[config.mk]
export PLATFORM = sky130hd
export DESIGN_NAME = bsg_logic_rr_sched_flat
export DESIGN_NICKNAME = d
export VERILOG_FILES = /design/src/rtl/bsg_logic_pkg.sv /design/src/rtl/bsg_logic_rr_sched_if.sv /design/src/rtl/bsg_logic_rr_arb.sv /design/src/rtl/bsg_logic_rr_sched.sv /design/src/flat_wrapper.sv
export SDC_FILE = /design/constraint.sdc
export NUM_CORES = 1
export LEC_CHECK = 0
export ABC_AREA = 1
export CAP_MARGIN = 20
export CORE_AREA = 2 2 90 92
export DETAILED_ROUTE_END_ITERATION = 16
export DIE_AREA = 0 0 92 94
export GPL_TIMING_DRIVEN = 0
export PLACE_DENSITY = 0.91
export SLEW_MARGIN = 20
export SYNTH_ARGS = -nofsm -noshare
export SYNTH_HDL_FRONTEND = slang
export SYNTH_SLANG_ARGS = --single-unit
[constraint.sdc]
create_clock -name clk_i -period 5.02 [get_ports clk_i]
set_input_delay 0.753 -clock clk_i [delete_from_list [all_inputs] [get_ports clk_i]]
set_output_delay 0.753 -clock clk_i [all_outputs]
set_load 0.005 [all_outputs]
[src/rtl/bsg_logic_pkg.sv]
// rtl/bsg_logic_pkg.sv - opcode enum and bitwise op helper for the shared logic unit
package bsg_logic_pkg;

  typedef enum logic [1:0] {
    e_nor = 2'd0,
    e_and = 2'd1,
    e_or  = 2'd2,
    e_xor = 2'd3
  } bsg_logic_op_e;

  // Operates on the widest supported operand; callers zero-extend and truncate.
  localparam int bsg_logic_max_width_gp = 64;

  function automatic logic [bsg_logic_max_width_gp-1:0] bsg_logic_apply
    (input bsg_logic_op_e op,
     input logic [bsg_logic_max_width_gp-1:0] a,
     input logic [bsg_logic_max_width_gp-1:0] b);
    unique case (op)
      e_nor:   return ~(a | b);
      e_and:   return a & b;
      e_or:    return a | b;
      default: return a ^ b;
    endcase
  endfunction

endpackage

[src/rtl/bsg_logic_rr_sched_if.sv]
// rtl/bsg_logic_rr_sched_if.sv - requester and result handshake bundle of the scheduler
interface bsg_logic_rr_sched_if
  #(parameter int width_p       = 16,
    parameter int num_req_p     = 4,
    parameter int lg_num_req_lp = (num_req_p > 1) ? $clog2(num_req_p) : 1);

  logic [num_req_p-1:0]         v_i;
  logic [num_req_p*width_p-1:0] a_i;
  logic [num_req_p*width_p-1:0] b_i;
  logic [num_req_p*2-1:0]       op_i;
  logic [num_req_p-1:0]         yumi_o;
  logic                         v_o;
  logic [width_p-1:0]           data_o;
  logic [lg_num_req_lp-1:0]     tag_o;
  logic                         yumi_i;

  modport master (output v_i, a_i, b_i, op_i, yumi_i,
                  input  yumi_o, v_o, data_o, tag_o);

  modport slave  (input  v_i, a_i, b_i, op_i, yumi_i,
                  output yumi_o, v_o, data_o, tag_o);

endinterface

[src/rtl/bsg_logic_rr_arb.sv]
// rtl/bsg_logic_rr_arb.sv - combinational round-robin grant, searching from last_i+1 upward
module bsg_logic_rr_arb
  #(parameter int num_req_p     = 4,
    parameter int lg_num_req_lp = (num_req_p > 1) ? $clog2(num_req_p) : 1)
   (input  logic [num_req_p-1:0]     reqs_i,
    input  logic                     ready_i,
    input  logic [lg_num_req_lp-1:0] last_i,
    output logic [num_req_p-1:0]     grant_o,
    output logic [lg_num_req_lp-1:0] grant_id_o);

  logic [lg_num_req_lp:0]   sum;
  logic [lg_num_req_lp-1:0] idx;
  logic                     found;

  always_comb begin
    grant_o    = '0;
    grant_id_o = '0;
    found      = 1'b0;
    sum        = '0;
    idx        = '0;
    // One spare bit keeps last_i+i exact before the modulo fold.
    for (int i = 1; i <= num_req_p; i++) begin
      sum = {1'b0, last_i} + (lg_num_req_lp+1)'(i);
      if (sum >= (lg_num_req_lp+1)'(num_req_p))
        sum = sum - (lg_num_req_lp+1)'(num_req_p);
      idx = sum[lg_num_req_lp-1:0];
      if (ready_i && !found && reqs_i[idx]) begin
        found        = 1'b1;
        grant_o[idx] = 1'b1;
        grant_id_o   = idx;
      end
    end
  end

endmodule

[src/rtl/bsg_logic_rr_sched.sv]
// rtl/bsg_logic_rr_sched.sv - round-robin share of one registered NOR/AND/OR/XOR unit
module bsg_logic_rr_sched
  import bsg_logic_pkg::*;
  #(parameter int width_p       = 16,
    parameter int num_req_p     = 4,
    parameter int lg_num_req_lp = (num_req_p > 1) ? $clog2(num_req_p) : 1)
   (input logic                 clk_i,
    input logic                 reset_i,
    bsg_logic_rr_sched_if.slave io);

  logic                     ready;
  logic [num_req_p-1:0]     grant;
  logic [lg_num_req_lp-1:0] grant_id;
  logic [width_p-1:0]       a_sel, b_sel;
  bsg_logic_op_e            op_sel;
  logic [bsg_logic_max_width_gp-1:0] res_wide;

  logic                     v_q, v_d;
  logic [width_p-1:0]       data_q, data_d;
  logic [lg_num_req_lp-1:0] tag_q, tag_d;
  logic [lg_num_req_lp-1:0] last_q, last_d;

  assign ready = ~v_q | io.yumi_i;

  bsg_logic_rr_arb #(.num_req_p(num_req_p), .lg_num_req_lp(lg_num_req_lp)) arb
    (.reqs_i    (io.v_i),
     .ready_i   (ready & ~reset_i),
     .last_i    (last_q),
     .grant_o   (grant),
     .grant_id_o(grant_id));

  assign a_sel    = io.a_i[grant_id*width_p +: width_p];
  assign b_sel    = io.b_i[grant_id*width_p +: width_p];
  assign op_sel   = bsg_logic_op_e'(io.op_i[grant_id*2 +: 2]);
  assign res_wide = bsg_logic_apply(op_sel,
                                    bsg_logic_max_width_gp'(a_sel),
                                    bsg_logic_max_width_gp'(b_sel));

  always_comb begin
    v_d    = v_q;
    data_d = data_q;
    tag_d  = tag_q;
    last_d = last_q;
    if (ready) begin
      v_d = |grant;
      if (|grant) begin
        data_d = res_wide[width_p-1:0];
        tag_d  = grant_id;
        last_d = grant_id;
      end
    end
  end

  always_ff @(posedge clk_i) begin
    if (reset_i) begin
      v_q    <= 1'b0;
      data_q <= '0;
      tag_q  <= '0;
      last_q <= lg_num_req_lp'(num_req_p-1);
    end else begin
      v_q    <= v_d;
      data_q <= data_d;
      tag_q  <= tag_d;
      last_q <= last_d;
    end
  end

  assign io.yumi_o = grant;
  assign io.v_o    = v_q;
  assign io.data_o = data_q;
  assign io.tag_o  = tag_q;

`ifndef SYNTHESIS
  always_ff @(posedge clk_i) begin
    if (!reset_i) begin
      assert (!(io.yumi_i && !v_q));
      assert ($onehot0(grant));
    end
  end
`endif

endmodule
[src/flat_wrapper.sv]
// flat-port wrapper written by rule: the top's interface ports become plain ports
module bsg_logic_rr_sched_flat import bsg_logic_pkg::*;
#(parameter int width_p       = 16,
    parameter int num_req_p     = 4,
    parameter int lg_num_req_lp = (num_req_p > 1) ? $clog2(num_req_p) : 1)
  (clk_i, reset_i, io_v_i, io_a_i, io_b_i, io_op_i, io_yumi_i, io_yumi_o, io_v_o, io_data_o, io_tag_o);
  bsg_logic_rr_sched_if #(.width_p(width_p), .num_req_p(num_req_p), .lg_num_req_lp(lg_num_req_lp)) io_i ();
  input logic clk_i;
  input logic reset_i;
  input wire logic [$bits(io_i.v_i)-1:0] io_v_i;
  input wire logic [$bits(io_i.a_i)-1:0] io_a_i;
  input wire logic [$bits(io_i.b_i)-1:0] io_b_i;
  input wire logic [$bits(io_i.op_i)-1:0] io_op_i;
  input wire logic [$bits(io_i.yumi_i)-1:0] io_yumi_i;
  output wire logic [$bits(io_i.yumi_o)-1:0] io_yumi_o;
  output wire logic [$bits(io_i.v_o)-1:0] io_v_o;
  output wire logic [$bits(io_i.data_o)-1:0] io_data_o;
  output wire logic [$bits(io_i.tag_o)-1:0] io_tag_o;
  assign io_i.v_i = io_v_i;
  assign io_i.a_i = io_a_i;
  assign io_i.b_i = io_b_i;
  assign io_i.op_i = io_op_i;
  assign io_i.yumi_i = io_yumi_i;
  assign io_yumi_o = io_i.yumi_o;
  assign io_v_o = io_i.v_o;
  assign io_data_o = io_i.data_o;
  assign io_tag_o = io_i.tag_o;
  bsg_logic_rr_sched #(.width_p(width_p), .num_req_p(num_req_p), .lg_num_req_lp(lg_num_req_lp)) u_core (.clk_i(clk_i), .reset_i(reset_i), .io(io_i));
endmodule
==> impl_metrics.yaml <==
run_status:
  outcome: "completed"
power_and_ir_drop:
  power.density_nw_per_um2: 638
  vdd_drop_max_v: 0.000309
  leakage_nw: 2.54
synth:
  synth.cell_area_um2: 3370
  synth_fp_nets: 800
  synth_top_family_by_area: "simple AND/OR/NAND/NOR gates"
  ys_warn_count: 0
  synth_compound_area_share_pct: 5.12
  yosys.cell_types.count: 29
  synthCells: 621
  synth-simple-area-share_pct: 56.6
  synthXorXnorAreaFrac_pct: 0
  synth_fa_ha_area_share_pct: 13.4
  ys_ff_latch: 21
  synth_area_per_cell_um2: 5.43
  ys_seq_area_share_pct: 12.5
  synth.area.mux_share_pct: 0
layout:
  num_antenna_cells: 0
  syn2layout_area_growth_pct: 54.2
  drive_gt1_share_pct: 5.32
  regArea_um2: 420
  multi_input_area_um2: 2530
  fillers: 673
  design_area_um2: 5190
  final_cell_mix: "255 x nand2_1, 165 x clkdlybuf4s50_1, 123 x nand3_1"
  final_common_cell: "nand2_1"
  nNetsFinal: 970
sta:
  hold_viol: 0
  finalSetupTns_ps: 0
  finalCritPeriodShare_pct: 74.5
  rsz0062_at_grt: "false"
  finalMaxSlewViolations: 0
  slew_headroom_pct: 67.8
  setup_violations: 0
  fmax_mhz: 268
  tightest_slew_ps: 483
  min_period_ps: 3740
  fin_skew_ps: 4.07
place:
  place_area_um2: 5150
  io_buffers: 165
  hpwl_um: 9970
  gp_congestion: 0.893
route:
  drt-initial-drc-count: 340
  vias_per_cell: 5.12
  drcViolationCount: 0
  ant_nets: 0
  num_vias: 4565
  totalWireLength_um: 11700
  wl_per_cell_um: 13.1
  dr.pass1.iters: 5
min_path:
  hold_start: "u_core.io.data_o[15]$_SDFFE_PP0P_"
  min_path_cells: 2
  hp-class: "reg -> reg"
  hold_end: "u_core.io.data_o[15]$_SDFFE_PP0P_"
job:
  max_cap_viol_count: 0
worst_setup_path:
  critPathArrivalTime_ps: 3940
  r2r_cells: 21
  reg2reg_from: "u_core.last_q[0]$_SDFFE_PP1P_"
  setup.worst_path.class: "reg -> reg"
  startpoint: "u_core.last_q[0]$_SDFFE_PP1P_"
  end_kind: "register"
  worst_setup_path_start_kind: "register"
  r2r_slack_ps: 1280
  cp_data_required_time_ps: 5220
  r2r_end: "u_core.io.data_o[6]$_SDFFE_PP0P_"
  crit_path_max_fanout: 10
floorplan:
  die_w_um: 92
  dieArea_um2: 8650
  io_pins: 166
  start_util_pct: 44.3
  fp.coreArea_um2: 7610
  chipHeight_um: 94
  rows: 32
clock_network:
  cts_setup_buffers: 0
  cts_sinks: 21
  clk_path_buf_depth: 2
  clk_latency_ps: 270
  clockRootBuffer: "clkbuf_8"
  postCtsHoldBufs: 0
  numCtsBuffers: 3
  clkTransAtPathRegs_ps: 80
  cts_tree: "yes"
  h-tree-depth: 1
  cts_resized: 0
global_routing:
  grt-ovfl-total: 0
  grt_max_degree: 13
  track_usage_pct: 26.5
  antenna_found_initial: 0
  grt_pass1_wl_um: 18700
  first_global_vias: 4354
[layout make-up]
class                   count  share of cell area, %
well taps                 102                   2.46
repair buffers            165                   31.8
clock inverters             1                 0.0963
inverters                  74                   5.35
multi-input cells         496                   48.7
clock buffers               3                  0.795
flip-flops and latches     21                   8.09
plain buffers              30                   2.75
[cell usage after synthesis]
cell type / instances / area share (%)
nand2_1: 255 / 28
nand3_1: 123 / 18
inv_1: 67 / 7.5
ha_1: 36 / 13
nor2_1: 30 / 3.3
dfxtp_1: 21 / 12
a21oi_1: 19 / 2.8
clkbuf_1: 15 / 1.7
inv_2: 7 / 0.78
nand2_2: 7 / 1.3
buf_2: 6 / 0.89
buf_1: 5 / 0.56
o211ai_1: 4 / 0.89
nand3_2: 3 / 0.89
nor2_4: 3 / 1.0
buf_4: 2 / 0.45
buf_6: 2 / 0.67
nand3_4: 2 / 1.0
nand3b_1: 2 / 0.45
nand4_1: 2 / 0.37
o2111ai_1: 2 / 0.52
a21oi_2: 1 / 0.26
nand2_4: 1 / 0.33
nor2_2: 1 / 0.19
nor3_2: 1 / 0.30
nor3_4: 1 / 0.48
o21ai_0: 1 / 0.15
o21ai_4: 1 / 0.48
or2_1: 1 / 0.19
[cell families after synthesis]
family	after synthesis
AND/OR/NAND/NOR	432
buffers and inverters	104
adder cells (fa/ha/maj)	36
AO/OA/AOI/OAI	28
flip-flops	21
[state kept, by name (all words and copies together), names as in the netlist]
register / cells
u_core.io.data_o: 16
u_core.io.tag_o: 2
u_core.last_q: 2
u_core.io.v_o: 1
[worst max path at each step]
stage / slack, ps / depth (start not counted) / endpoint
final: 1280 / 21 / u_core.io.data_o[6]$_SDFFE_PP0P_
after global routing: 890 / 23 / u_core.io.data_o[10]$_SDFFE_PP0P_
after CTS: 1280 / 23 / u_core.io.data_o[10]$_SDFFE_PP0P_
after detailed placement: 1030 / 22 / u_core.io.data_o[10]$_SDFFE_PP0P_
after global placement: 1070 / 22 / u_core.io.data_o[10]$_SDFFE_PP0P_
after floorplan: 1970 / 22 / u_core.io.data_o[11]$_SDFFE_PP0P_
[through the flow]
stage | setup WS (ps) | hold slack [ps] | power [W] | util, % | instances
4_1_cts | 1280 | 469 | 0.00329 | 68.3 | 892
3_5_place_dp | 1030 | 457 | 0.00317 | 67.7 | 888
6_report | 1280 | 469 | 0.00332 | 68.3 | 892
5_1_grt | 891 | 503 | 0.00372 | 68.3 | 892
2_1_floorplan | 1970 | 457 | 0.00234 | - | 621
3_3_place_gp | 1070 | 458 | 0.00306 | 67.7 | 888
[layer usage]
layer  wire length, um  vias up  global-route usage [%]
met4               185        0                    8.33
met5                 0        -                       0
li1                  -     2294                       -
met1              4630     2046                    29.9
met3               789       21                    2.65
met2              6090      204                    51.7
[report_power, final]
part           leakage, nW  internal [W]  switching, W
sequential           0.173      0.000219     0.0000369
clock               0.0255     0.0000555     0.0000607
combinational         2.35       0.00109       0.00185
[critical path: stages, from the launching register on]
cell     delay, ps
dfxtp_1        510
inv_2          150
ha_1           370
inv_1           80
nand3_1        100
nand2_2         90
nor3_2         200
inv_1          130
nand2_1        100
nand2_2        100
nand2_2        150
buf_2          240
buf_1          410
nand2_1        130
nand3_1        120
nand2_1         90
ha_1           200
nand3_1        100
nor2_1          50
nor2_1         110
nand3_1        100
a21oi_1        120
Power figures use the tool's default switching activity.
